<file path="src/rtl/mem_pkg.sv">
`default_nettype none
// +--------------------------------------------------------------------+
// | Module      : mem_pkg                                              |
// | Description : Shared types for the load/store unit: memory access  |
// |               codes, opcode decode and FSM state encoding.         |
// | Revision    : 1.0 - initial release                                |
// +--------------------------------------------------------------------+
package mem_pkg;

  // Internal access code, decoupled from the raw MIPS opcode field
  typedef enum logic [3:0] {
    MC_LW  = 4'b0000,
    MC_SW  = 4'b0001,
    MC_LH  = 4'b0010,
    MC_LB  = 4'b0011,
    MC_LHU = 4'b0100,
    MC_LBU = 4'b0101,
    MC_SH  = 4'b0110,
    MC_SB  = 4'b0111,
    MC_NO  = 4'b1000
  } mem_code_e;

  typedef enum logic [1:0] {
    ST_IDLE = 2'b00,
    ST_BUS  = 2'b01,
    ST_RESP = 2'b10
  } state_e;

  // Anything that is not a load/store maps to MC_NO and is ignored by the unit
  function automatic mem_code_e op_to_code(input logic [5:0] op);
    case (op)
      6'h20:   return MC_LB;
      6'h21:   return MC_LH;
      6'h23:   return MC_LW;
      6'h24:   return MC_LBU;
      6'h25:   return MC_LHU;
      6'h28:   return MC_SB;
      6'h29:   return MC_SH;
      6'h2B:   return MC_SW;
      default: return MC_NO;
    endcase
  endfunction

  function automatic logic is_store(input mem_code_e c);
    return (c == MC_SW) || (c == MC_SH) || (c == MC_SB);
  endfunction

  function automatic logic is_half(input mem_code_e c);
    return (c == MC_LH) || (c == MC_LHU) || (c == MC_SH);
  endfunction

  function automatic logic is_word(input mem_code_e c);
    return (c == MC_LW) || (c == MC_SW);
  endfunction

endpackage
`default_nettype wire

</file>
<file path="src/rtl/mem_lane_align.sv">
`default_nettype none
// +--------------------------------------------------------------------+
// | Module      : mem_lane_align                                       |
// | Description : Combinational lane steering: byte enables, store     |
// |               data replication and load data extraction/extension. |
// | Revision    : 1.0 - initial release                                |
// +--------------------------------------------------------------------+
module mem_lane_align
  import mem_pkg::*;
#(
  parameter int DATA_W = 32,
  parameter int LANES  = DATA_W / 8,
  parameter int OFF_W  = $clog2(DATA_W / 8)
) (
  input  mem_code_e         code_i,
  input  logic [OFF_W-1:0]  off_i,
  input  logic [DATA_W-1:0] wdata_i,
  input  logic [DATA_W-1:0] rdata_i,
  output logic [LANES-1:0]  be_o,
  output logic [DATA_W-1:0] wdata_o,
  output logic [DATA_W-1:0] rdata_o
);

  logic [DATA_W-1:0] w_shift;

  // Bring the addressed lane down to bit 0 before extension
  assign w_shift = rdata_i >> {off_i, 3'b000};

  // Byte-enable mask, store replication and load extension per access code
  always_comb begin
    be_o    = '0;
    wdata_o = '0;
    rdata_o = '0;
    case (code_i)
      MC_LB, MC_LBU, MC_SB: be_o = LANES'(4'b0001) << off_i;
      MC_LH, MC_LHU, MC_SH: be_o = LANES'(4'b0011) << off_i;
      MC_LW, MC_SW:         be_o = LANES'(4'b1111) << off_i;
      default:              be_o = '0;
    endcase
    case (code_i)
      MC_SB:   wdata_o = {LANES{wdata_i[7:0]}};
      MC_SH:   wdata_o = {(LANES / 2){wdata_i[15:0]}};
      MC_SW:   wdata_o = {(LANES / 4){wdata_i[31:0]}};
      default: wdata_o = '0;
    endcase
    case (code_i)
      MC_LB:   rdata_o = DATA_W'($signed(w_shift[7:0]));
      MC_LBU:  rdata_o = DATA_W'(w_shift[7:0]);
      MC_LH:   rdata_o = DATA_W'($signed(w_shift[15:0]));
      MC_LHU:  rdata_o = DATA_W'(w_shift[15:0]);
      MC_LW:   rdata_o = DATA_W'($signed(w_shift[31:0]));
      default: rdata_o = '0;
    endcase
  end

endmodule
`default_nettype wire

</file>
<file path="src/rtl/mem_access_unit.sv">
`default_nettype none
// +--------------------------------------------------------------------+
// | Module      : mem_access_unit                                      |
// | Description : MIPS load/store unit. Single-outstanding req/ack bus |
// |               with byte enables, wait states and bus timeout.      |
// |               Optional MEM_ALIGN_EXC_EN: misaligned h/w accesses   |
// |               raise exc_adel/exc_ades instead of being aligned.    |
// | Revision    : 1.0 - initial release                                |
// +--------------------------------------------------------------------+
module mem_access_unit
  import mem_pkg::*;
#(
  parameter int DATA_W  = 32,
  parameter int ADDR_W  = 32,
  parameter int TIMEOUT = 15
) (
  input  logic                clk,
  input  logic                reset,
  input  logic                req_valid,
  output logic                req_ready,
  input  logic [5:0]          opcode,
  input  logic [ADDR_W-1:0]   addr,
  input  logic [DATA_W-1:0]   wdata,
  output logic                busy,
  output logic                resp_valid,
  output logic [DATA_W-1:0]   rdata_out,
  output logic                exc_adel,
  output logic                exc_ades,
  output logic                exc_timeout,
  output logic                bus_req,
  output logic                bus_we,
  output logic [ADDR_W-1:0]   bus_addr,
  output logic [DATA_W/8-1:0] bus_be,
  output logic [DATA_W-1:0]   bus_wdata,
  input  logic                bus_ack,
  input  logic [DATA_W-1:0]   bus_rdata
);

  localparam int LANES = DATA_W / 8;
  localparam int OFF_W = $clog2(LANES);

  state_e            state_q, state_d;
  mem_code_e         code_q;
  logic [OFF_W-1:0]  off_q;
  logic [ADDR_W-1:0] addr_q;
  logic [DATA_W-1:0] wdata_q;
  logic [DATA_W-1:0] rdata_q;
  logic [7:0]        cnt_q;
  logic              exc_adel_q, exc_ades_q, exc_to_q;

  mem_code_e         w_code;
  logic              w_accept;
  logic              w_misalign;
  logic              w_timeout;
  logic [OFF_W-1:0]  w_off_nat;
  logic [LANES-1:0]  w_be;
  logic [DATA_W-1:0] w_wrep;
  logic [DATA_W-1:0] w_ext;

  assign w_code    = op_to_code(opcode);
  assign w_accept  = (state_q == ST_IDLE) && req_valid && (w_code != MC_NO);
  assign w_timeout = (cnt_q == 8'(TIMEOUT - 1));

`ifdef MEM_ALIGN_EXC_EN
  assign w_misalign = (is_half(w_code) && addr[0]) ||
                      (is_word(w_code) && (addr[1:0] != 2'b00));
`else
  assign w_misalign = 1'b0;
`endif

  // Force half/word lane offsets to natural alignment
  always_comb begin
    w_off_nat = addr[OFF_W-1:0];
    if (is_half(w_code)) begin
      w_off_nat[0] = 1'b0;
    end else if (is_word(w_code)) begin
      w_off_nat[1:0] = 2'b00;
    end
  end

  mem_lane_align #(
    .DATA_W (DATA_W)
  ) u_align (
    .code_i  (code_q),
    .off_i   (off_q),
    .wdata_i (wdata_q),
    .rdata_i (bus_rdata),
    .be_o    (w_be),
    .wdata_o (w_wrep),
    .rdata_o (w_ext)
  );

  // Next-state logic: misaligned accesses bypass the bus entirely
  always_comb begin
    state_d = state_q;
    case (state_q)
      ST_IDLE: if (w_accept) state_d = w_misalign ? ST_RESP : ST_BUS;
      ST_BUS:  if (bus_ack || w_timeout) state_d = ST_RESP;
      ST_RESP: state_d = ST_IDLE;
      default: state_d = ST_IDLE;
    endcase
  end

  // State register; reset aborts any access in flight
  always_ff @(posedge clk) begin
    if (reset) begin
      state_q <= ST_IDLE;
    end else begin
      state_q <= state_d;
    end
  end

  // Request capture, wait counter, load result and exception flags
  always_ff @(posedge clk) begin
    if (reset) begin
      code_q     <= MC_LW;
      off_q      <= '0;
      addr_q     <= '0;
      wdata_q    <= '0;
      rdata_q    <= '0;
      cnt_q      <= '0;
      exc_adel_q <= 1'b0;
      exc_ades_q <= 1'b0;
      exc_to_q   <= 1'b0;
    end else begin
      case (state_q)
        ST_IDLE: begin
          if (w_accept) begin
            code_q     <= w_code;
            off_q      <= w_off_nat;
            addr_q     <= {addr[ADDR_W-1:OFF_W], {OFF_W{1'b0}}};
            wdata_q    <= wdata;
            rdata_q    <= '0;
            cnt_q      <= '0;
            exc_adel_q <= w_misalign && !is_store(w_code);
            exc_ades_q <= w_misalign && is_store(w_code);
          end
        end
        ST_BUS: begin
          cnt_q <= cnt_q + 8'd1;
          if (bus_ack) begin
            rdata_q <= w_ext;
          end else if (w_timeout) begin
            exc_to_q <= 1'b1;
          end
        end
        default: begin
          exc_adel_q <= 1'b0;
          exc_ades_q <= 1'b0;
          exc_to_q   <= 1'b0;
        end
      endcase
    end
  end

  assign req_ready   = (state_q == ST_IDLE);
  assign busy        = !req_ready;
  assign resp_valid  = (state_q == ST_RESP);
  assign rdata_out   = rdata_q;
  assign exc_adel    = exc_adel_q;
  assign exc_ades    = exc_ades_q;
  assign exc_timeout = exc_to_q;
  assign bus_req     = (state_q == ST_BUS);
  assign bus_we      = bus_req && is_store(code_q);
  assign bus_addr    = addr_q;
  assign bus_be      = bus_req ? w_be : '0;
  assign bus_wdata   = bus_req ? w_wrep : '0;

endmodule
`default_nettype wire

</file>
<file path="config.mk">
export PLATFORM = sky130hd
export DESIGN_NAME = mem_access_unit
export DESIGN_NICKNAME = d
export VERILOG_FILES = /design/src/rtl/mem_pkg.sv /design/src/rtl/mem_lane_align.sv /design/src/rtl/mem_access_unit.sv
export SDC_FILE = /design/constraint.sdc
export NUM_CORES = 1
export LEC_CHECK = 0
export CORE_ASPECT_RATIO = 1.25
export CORE_MARGIN = 2
export CORE_UTILIZATION = 45
export DETAILED_ROUTE_END_ITERATION = 10
export DONT_BUFFER_PORTS = 1
export PLACE_DENSITY = 0.69
export SYNTH_ARGS = -nofsm -noshare
export SYNTH_HDL_FRONTEND = slang
export SYNTH_HIERARCHICAL = 1
export SYNTH_SLANG_ARGS = --single-unit
export TNS_END_PERCENT = 30
</file>
<file path="constraint.sdc">
create_clock -name clk -period 4.3 [get_ports clk]
set_clock_uncertainty 0.1 [all_clocks]
set_input_delay 0 -clock clk [delete_from_list [all_inputs] [get_ports clk]]
set_output_delay 0 -clock clk [all_outputs]
set_load 0.01 [all_outputs]
</file>
[After elaboration in Yosys (flattened, before gate mapping)]
Cells that the tools add are included.
Word-level totals
  bits in writable memories: 0
  memory bits (read-only): 0
  bits in registers: 112
  memories: 0
  output and inout bits: 108
  word-level logic and storage cells: 89
  bits in latches: 0
Cells by class
  div/mod/pow operators: 0
  $add $sub $neg: 1
  multiplexer cells: 22
  shift operators: 4
  equal/unequal tests: 28
  order comparisons: 0
  multipliers: 0
  bitwise logic cells: 2
  reductions and logical operators: 23
Operators with widths (count)
  $pmux 32 s5: 1
  $mux 32: 3
  $pmux 32 s3: 1
  $pmux 32 s2: 1
  $eq 6x6->1 const B: 8
  $pmux 4 s8: 1
  $shr 32x5->32: 1
  $eq 4x3->1 const B: 6
  $pmux 8 s2: 1
  $eq 4x2->1 const B: 3
  $pmux 4 s3: 1
  $add 8x1->8 const B: 1
  $eq 4x1->1 const B: 2
  $eq 8x4->1 const B: 1
  $logic_not 4->1: 2
  $mux 8: 1
  $ne 2x1->1 const B: 4
  $reduce_and 2->1: 4
  $logic_or 1x1->1: 6
  $mux 2: 3
  $reduce_and 3->1: 2
  $reduce_or 3->1: 2
  $mux 1: 5
  $mux 4: 1
  other kinds (15): 19

[Logic depth before layout (Yosys ltp)]
Gate-level depths: netlist of run 1.
  word-level depth: 6
  depth in mapped cells: 8
  mapped depth without buffers: 6

[Cells and area by module]
Netlist of run 1, hierarchy kept.
Modules (own cells, without submodules)
  mem_access_unit: instances 1, area an instance 4569.4 sq um, seq. area each 2222.1 sq um, cells each 566
  mem_lane_align: instances 1, area an instance 1286.2 sq um, seq. area each 0.0 sq um, cells each 187

[Least setup slack after synthesis of run 1]
OpenSTA, ideal clock, no wires.
  path type: register to register
  start point: reg off_q[1]
  end point: reg rdata_q[24], in the netlist rdata_out[24]
  stages on the path, launching flop included: 8
  clock period less this slack: 1.820 ns
  slack: 2.480 ns
  path buffers: 1
  data required time: 4.068 ns
  arrival: 1.588 ns
  cells stage by stage: dfxtp_1 buf_4 mux2i_1 nand2_1 a32o_1 a21o_1 a22oi_1 a21oi_1
Between the ends
  word-level cells in the longest chain between the ends: 4
Ends and longest elaborated chain
  from (decl): RTL line mem_access_unit.sv:44  | logic [OFF_W-1:0] off_q;
  from (signal assigned): RTL line mem_access_unit.sv:130  | off_q <= w_off_nat;
  $shr 32x5->32: RTL line mem_lane_align.sv:27  | assign w_shift = rdata_i >> {off_i, 3'b000};
  $pmux 32 s5: RTL line mem_lane_align.sv:46  | case (code_i)
  net w_ext[24]: RTL line mem_access_unit.sv:58  | logic [DATA_W-1:0] w_ext;
  $mux 32: RTL line mem_access_unit.sv:141  | if (bus_ack) begin
  $pmux 32 s2: RTL line mem_access_unit.sv:126  | case (state_q)
  to (signal assigned): RTL line mem_access_unit.sv:142  | rdata_q <= w_ext;
  to (decl): RTL line mem_access_unit.sv:47  | logic [DATA_W-1:0] rdata_q;
The timed path passes the listed nets, and every way through them passes these cells. The select of a mux whose other input is x is not followed.
A chain may end at the register's enable or synchronous reset.

[Final worst setup path of run 1]
  start point: reg state_q[1]
  end point: reg addr_q[5], in the netlist bus_addr[5]
Between the ends
  word-level cells in the longest chain between the ends: 4
Ends and longest elaborated chain
  from (decl): RTL line mem_access_unit.sv:42  | state_e state_q, state_d;
  from (signal assigned): RTL line mem_access_unit.sv:109  | state_q <= state_d;
  $logic_not 2->1 (*)
  net req_ready: RTL line mem_access_unit.sv:20  | output logic req_ready,
  $logic_and 1x1->1 (2 in series): RTL line mem_access_unit.sv:61  | assign w_accept = (state_q == ST_IDLE) && req_valid && (w_code != MC_NO);
  $reduce_and 2->1 (no line) (*)
  to (signal assigned): RTL line mem_access_unit.sv:131  | addr_q <= {addr[ADDR_W-1:OFF_W], {OFF_W{1'b0}}};
  to (decl): RTL line mem_access_unit.sv:45  | logic [ADDR_W-1:0] addr_q;
The timed path passes the listed nets; every way through them passes the cells marked *.

==> flow_summary_export.csv, run 1 <==
group,metric,value,unit
run_status,outcome,"completed",
worst_setup_path,path_class,"flop to flop",
finish,diodes,0,
detailed_routing,firstDrtPassIters,5,
finish,area_growth,24.49,%
worst_setup_path,worst-path-max-fanout,38,
sta,setup_viol_count_final,0,
worst_setup_path,reg2reg_slack,1310,ps
detailed_routing,wl_per_cell,19.13,µm
clock_network,root_buffer,"clkbuf_16",
finish,drive_gt1_frac,0.05455,
sta,min_period,2992,ps
power,switchingPower,0.5815,mW
synthesis,yosysSeqAreaShare,0.3795,
worst_setup_path,critPathArrivalTime,3210,ps
power,clock_power_share,0.413,
detailed_routing,num_vias,5872,
worst_setup_path,crit_buf_inv,3,
flow_run,drv_cap,0,
hold_path,hold_depth,3,
clock_network,cts_buffers,9,
synthesis,synthArstFlopShare,0,
clock_network,clockBufferDepth,2,
sta,rsz0062_at_grt,"no",
sta,finalHoldViolCount,0,
worst_setup_path,critPathLaunchType,"flop",
sta,slew_violations,0,
synthesis,synth_top_area_share,0.3795,
clock_network,post_cts_buffers,0,
detailed_routing,drtIter0Drc,449,
synthesis,ys_warn_count,6,
placement,portBuffers,0,
worst_setup_path,critPathCaptureType,"flop",
detailed_routing,routed_wl,18990,µm
synthesis,yosys.area.top_type,"dfxtp_1",
global_routing,grt_max_degree,113,
detailed_routing,ant_nets,0,
clock_network,path_clk_slew,90,ps
synthesis,ys_ff_latch,111,
global_routing,grt_pass1_vias,5728,
floorplanning,core-area,12720,µm²
clock_network,cts_tree,"yes",
power,p_comb_frac,0.092,
worst_setup_path,crit_top_cell,"buf_4",
global_routing,gr-total-overflow,0,
synthesis,synth_most_common_cell,"nand2_1",
sta,relSlewSlack,0.1726,
hold_path,min_from,"opcode[4]",
clock_network,htree_levels,3,
power,finalPower,2.154,mW
worst_setup_path,cp_slowest_cell,"o2111a_2",
global_routing,grt_pass1_wl,29910,µm
floorplanning,row_count,46,
placement,place_congestion,0.9218,
worst_setup_path,cpPeakStageDelay,750,ps
placement,hpwl,11960,µm
worst_setup_path,r2r-end,"bus_addr[5]",
synthesis,synthTopCellsByArea,"dfxtp_1 (38%), nand2_1 (9.4%), a21oi_1 (9.2%)",
power,peakVddDrop,197.3,µV
clock_network,cts.sinks,111,
sta,period_share,0.6958,
clock_network,cts_resized,0,
detailed_routing,route.detailed.drc,0,
finish,finish.net_count,928,
detailed_routing,viasPerCell,5.913,
worst_setup_path,required,4520,ps
global_routing,grt_usage,0.2660,
synthesis,synth_area,5856,µm²
power,seqPwrFrac,0.495,
power,leakagePower,2.555,nW
sta,worst_pin_slew,1241,ps
clock_network,hold_buffers,115,
power,p_per_area,295.5,nW/µm²
power,swShare,0.2699,
synthesis,avgSynthCellArea,7.776,µm²
worst_setup_path,rr_startpoint,"state_q[1]",
sta,fmax,334.3,MHz
floorplanning,dieWidth,106.0,µm
worst_setup_path,rr_worst_depth,7,
synthesis,synth.top_cells.by_count,"nand2_1 (147), dfxtp_1 (111), a21oi_1 (108), and2_1 (47), nand3_1 (42)",
global_routing,antenna_found_initial,0,
synthesis,ys.flop_type,"dfxtp_1",
worst_setup_path,critPathTopFamily,"buffers and inverters",
worst_setup_path,cp_cell_sequence,"buf_4, nor2_4, o2111a_2, buf_4, nand2_1, a21oi_1, dlygate4sd3_1",
clock_network,clock_latency,360,ps
power,p_int,1.573,mW
sta,finalSetupTns,0,ps
floorplanning,io_pins,214,
hold_path,min_to,"code_q[0]",
hold_path,hold_path_class,"input port to flop",
synthesis,synth_edf_count,0,
floorplanning,fp.dieArea,13950,µm²
synthesis,netlist_instances,753,
floorplanning,die_h,131.5,µm
synthesis,synth_cell_types,50,
floorplanning,start_util,0.4604,
flip-flops by register name, summed over array words and instances (netlist names):
signal and count:
rdata_out 32, wdata_q 32, bus_addr 30, cnt_q 8
code_q 4, off_q 2, state_q 2, exc_timeout 1
worst max-delay path by stage:
stage,cells after the start,endpoint,from
after floorplan,7,rdata_out[24],off_q[1]
after global placement,5,rdata_out[16],state_q[0]
after detailed placement,5,rdata_out[3],state_q[0]
after CTS,7,bus_addr[10],state_q[1]
after global routing,7,bus_addr[4],state_q[1]
final,7,bus_addr[5],state_q[1]
cells in the final DEF, fill, tap and decap left out, types with 9 or more instances in the layout:
cell / count
a211oi_1: 16
nor3_1: 9
a21o_1: 10
and2_1: 47
a22o_1: 14
a22oi_1: 37
mux2i_1: 21
o21ai_0: 19
a21oi_1: 108
nor2b_1: 14
nand2_1: 147
dlygate4sd3_1: 114
clkbuf_16: 9
nand3_1: 42
nor2_1: 21
dfxtp_1: 111
final cells by class:
| cell class | instances | area [µm²] |
|---|---|---|
| clock buffer | 9 | 225.2 |
| timing repair buffer | 122 | 1221 |
| inverter | 6 | 22.52 |
| fill | 1134 | 5430 |
| multi-input combinational | 570 | 3289 |
| clock inverter | 7 | 98.84 |
| sequential | 111 | 2222 |
| tap | 168 | 210.2 |
routing by layer:
layer,track usage,wire length [µm]
met1,0.2995,7245
met2,0.4624,9562
met3,0.08036,1548
met4,0.1111,636
met5,0,0
cells by family after synthesis:
kind of cell / share of synthesized area
simple gates: 0.2566
compound gates: 0.2474
flops: 0.3795
buf+inv: 0.06261
mux: 0.04743
fa+ha+maj: 0.004273
other cells: 0.0006404
xor+xnor: 0.001496
through the flow:
| step | cells | hold WS (ps) | utilization | cell area [µm²] | worst slack, ps |
|---|---|---|---|---|---|
| final | 993 | 4.972 | 0.5731 | 7289 | 1308 |
| after global routing | 993 | 24.21 | 0.5731 | 7289 | 1136 |
| after CTS | 993 | 2.270 | 0.5731 | 7289 | 1331 |
| after detailed placement | 862 | -15.95 | 0.4557 | 5797 | 1584 |
| after global placement | 862 | -19.02 | 0.4557 | 5797 | 1747 |
| after floorplan | 756 | 35.96 | - | 5867 | 2480 |
tightest hold or removal path, stage by stage:
cell and delay, ps:
and2b_1 230, nand3_1 120, a21oi_1 60
power groups by stage:
| stage | Combinational, mW | Clock [mW] | Sequential (mW) |
|---|---|---|---|
| 2_1_floorplan | 0.0998 | 0 | 1.08 |
| 4_1_cts | 0.193 | 0.906 | 1.07 |
| 5_1_grt | 0.215 | 0.952 | 1.07 |
| 6_report | 0.199 | 0.890 | 1.07 |
| 3_5_place_dp | 0.101 | 0 | 1.09 |
| 3_3_place_gp | 0.0969 | 0 | 1.09 |
No activity file was read; power rests on OpenSTA's default activity.
==> run 2, diff against run 1 <==
--- a/config.mk
+++ b/config.mk
@@ -10,7 +10,7 @@
 export CORE_UTILIZATION = 45
 export DETAILED_ROUTE_END_ITERATION = 10
 export DONT_BUFFER_PORTS = 1
-export PLACE_DENSITY = 0.69
+export PLACE_DENSITY = 0.71
 export SYNTH_ARGS = -nofsm -noshare
 export SYNTH_HDL_FRONTEND = slang
 export SYNTH_HIERARCHICAL = 1
==> constraint.sdc (replaced) <==
create_clock -name clk -period 2.43 [get_ports clk]
set_clock_uncertainty 0.1 [all_clocks]
set_input_delay 0 -clock clk [delete_from_list [all_inputs] [get_ports clk]]
set_output_delay 0 -clock clk [all_outputs]
set_load 0.01 [all_outputs]
==> run 2 against run 1 <==
Compared with the run above: the flow now finishes with violations (hold timing); die area unchanged; first-iteration DRC count shrank 12%; global-route usage down 0.11 points; count of clock-buffer cells in the layout unchanged; non-clock buffer count is the same; largest cell class unchanged; critical path type unchanged.
==> flow_summary_export.csv, run 2 (synthesis results as in run 1) <==
group,metric,value,unit
worst_setup_path,critPathArrivalTime,2610,ps
placement,hpwl,12100,µm
finish,layout_common_cells,"nand2_1 (147), dfxtp_1 (108), a21oi_1 (107)",
clock_network,post_cts_buffers,0,
power,leakagePower,2.576,nW
worst_setup_path,critPathTopFamily,"buffers and inverters",
floorplanning,core-area,12720,µm²
detailed_routing,wl_per_cell,19.39,µm
global_routing,grt_usage,0.2649,
sta,min_period,2413,ps
detailed_routing,drtIter0Drc,396,
worst_setup_path,worst-path-max-fanout,51,
sta,period_share,0.9930,
sta,slew_violations,0,
detailed_routing,num_vias,5906,
finish,ff_latch_area,2226,µm²
detailed_routing,ant_nets,0,
global_routing,gr-total-overflow,0,
finish,multiInputGateArea,3296,µm²
worst_setup_path,cp_slowest_cell,"dlygate4sd3_1",
sta,fmax,414.4,MHz
hold_path,hold_path_class,"input port to flop",
worst_setup_path,critPathCaptureType,"flop",
clock_network,path_clk_slew,80,ps
clock_network,clockBufferDepth,2,
floorplanning,dieWidth,106.0,µm
power,peakVddDrop,344.3,µV
floorplanning,fp.dieArea,13950,µm²
detailed_routing,top_layer,"met4",
global_routing,grt_pass1_wl,29860,µm
detailed_routing,met2_length,9855,µm
sta,finalHoldViolCount,1,
global_routing,antenna_found_initial,0,
worst_setup_path,cp_cell_sequence,"nor2_4, o2111a_2, buf_12, nand2_1, a21oi_1, dlygate4sd3_1",
global_routing,grt_pass1_vias,5813,
placement,portBuffers,0,
floorplanning,start_util,0.4604,
sta,holdWs,-6.614,ps
clock_network,htree_levels,3,
clock_network,cts_buffers,9,
finish,finish.net_count,928,
worst_setup_path,crit_buf_inv,2,
detailed_routing,route.detailed.drc,0,
worst_setup_path,critPathLaunchType,"flop",
detailed_routing,routed_wl,19260,µm
finish,drive_gt1_frac,0.07394,
flow_run,drv_cap,0,
sta,worst_pin_slew,1207,ps
run_status,violations,"hold timing",
floorplanning,row_count,46,
placement,place_congestion,0.8931,
detailed_routing,firstDrtPassIters,6,
global_routing,grt_max_degree,113,
sta,setup_slack,17.02,ps
finish,final_common_cell,"nand2_1",
placement,post-place-ws,252.9,ps
power,p_per_area,521.9,nW/µm²
sta,setup_viol_count_final,0,
run_status,outcome,"finished with violations",
worst_setup_path,path_class,"flop to flop",
floorplanning,die_h,131.5,µm
finish,fillers,1107,
clock_network,cts.sinks,111,
clock_network,root_buffer,"clkbuf_16",
detailed_routing,viasPerCell,5.948,
sta,rsz0062_at_grt,"yes",
sta,relSlewSlack,0.1952,
floorplanning,io_pins,214,
clock_network,cts_tree,"yes",
detailed_routing,wl_met1,6919,µm
finish,diodes,0,
worst_setup_path,cpPeakStageDelay,590,ps
finish,area_growth,24.32,%
worst_setup_path,required,2620,ps
detailed_routing,dr_wl_met3,1811,µm
power,finalPower,3.799,mW
clock_network,clock_latency,350,ps
run 2: layout make-up:
type	instances	area share
multi-input cells	570	0.4527
flip-flops and latches	111	0.3058
repair buffers	122	0.1667
well taps	168	0.02888
clock buffers	9	0.03094
inverters	6	0.003094
clock inverters	7	0.01186
run 2: power breakdown:
group	switching [mW]	internal (mW)	total (mW)	leakage, nW
Clock	0.744	0.825	1.57	0.150
Combinational	0.176	0.169	0.345	1.53
Sequential	0.0355	1.85	1.88	0.898
Total	0.956	2.84	3.80	2.58
run 2: final timing paths:
kind | start | cells after the start | slack, ps | endpoint
worst min-delay path | opcode[3] | 3 | -7 | code_q[0]
worst max-delay path | state_q[1] | 6 | 20 | bus_addr[13]
worst min register to register | wdata_q[20] | 2 | 360 | wdata_q[20]
worst max register to register | state_q[1] | 6 | 20 | bus_addr[13]
run 2: metrics by stage:
stage	hold WS, ps	TNS (ps)	instance area [µm²]	util	std cells
after global placement	-20.92	0	5892	0.4632	873
after floorplan	35.96	0	5867	-	756
final	-6.614	0	7279	0.5723	993
after global routing	9.933	-261.3	7279	0.5723	993
after CTS	3.107	0	7262	0.5709	993
after detailed placement	-18.51	0	5892	0.4632	873
run 2: worst register-to-register path, stage by stage, from the launching register on:
cell           delay (ps)
dfxtp_2               350
nor2_4                200
o2111a_2              530
buf_12                290
nand2_1               140
a21oi_1               160
dlygate4sd3_1         590
run 2: per-layer routing:
| layer | vias up | GRT usage |
|---|---|---|
| li1 | 2762 | - |
| met1 | 2753 | 0.2892 |
| met2 | 331 | 0.4717 |
| met3 | 60 | 0.07589 |
| met4 | 0 | 0.1155 |
| met5 | - | 0 |
run 2: what timing repair did:
action | CTS | global route
hold buffers | 104 | 0
resized for setup | 0 | 8
endpoints found under the hold margin | 111 | 0
setup endpoints to repair | 0 | 28
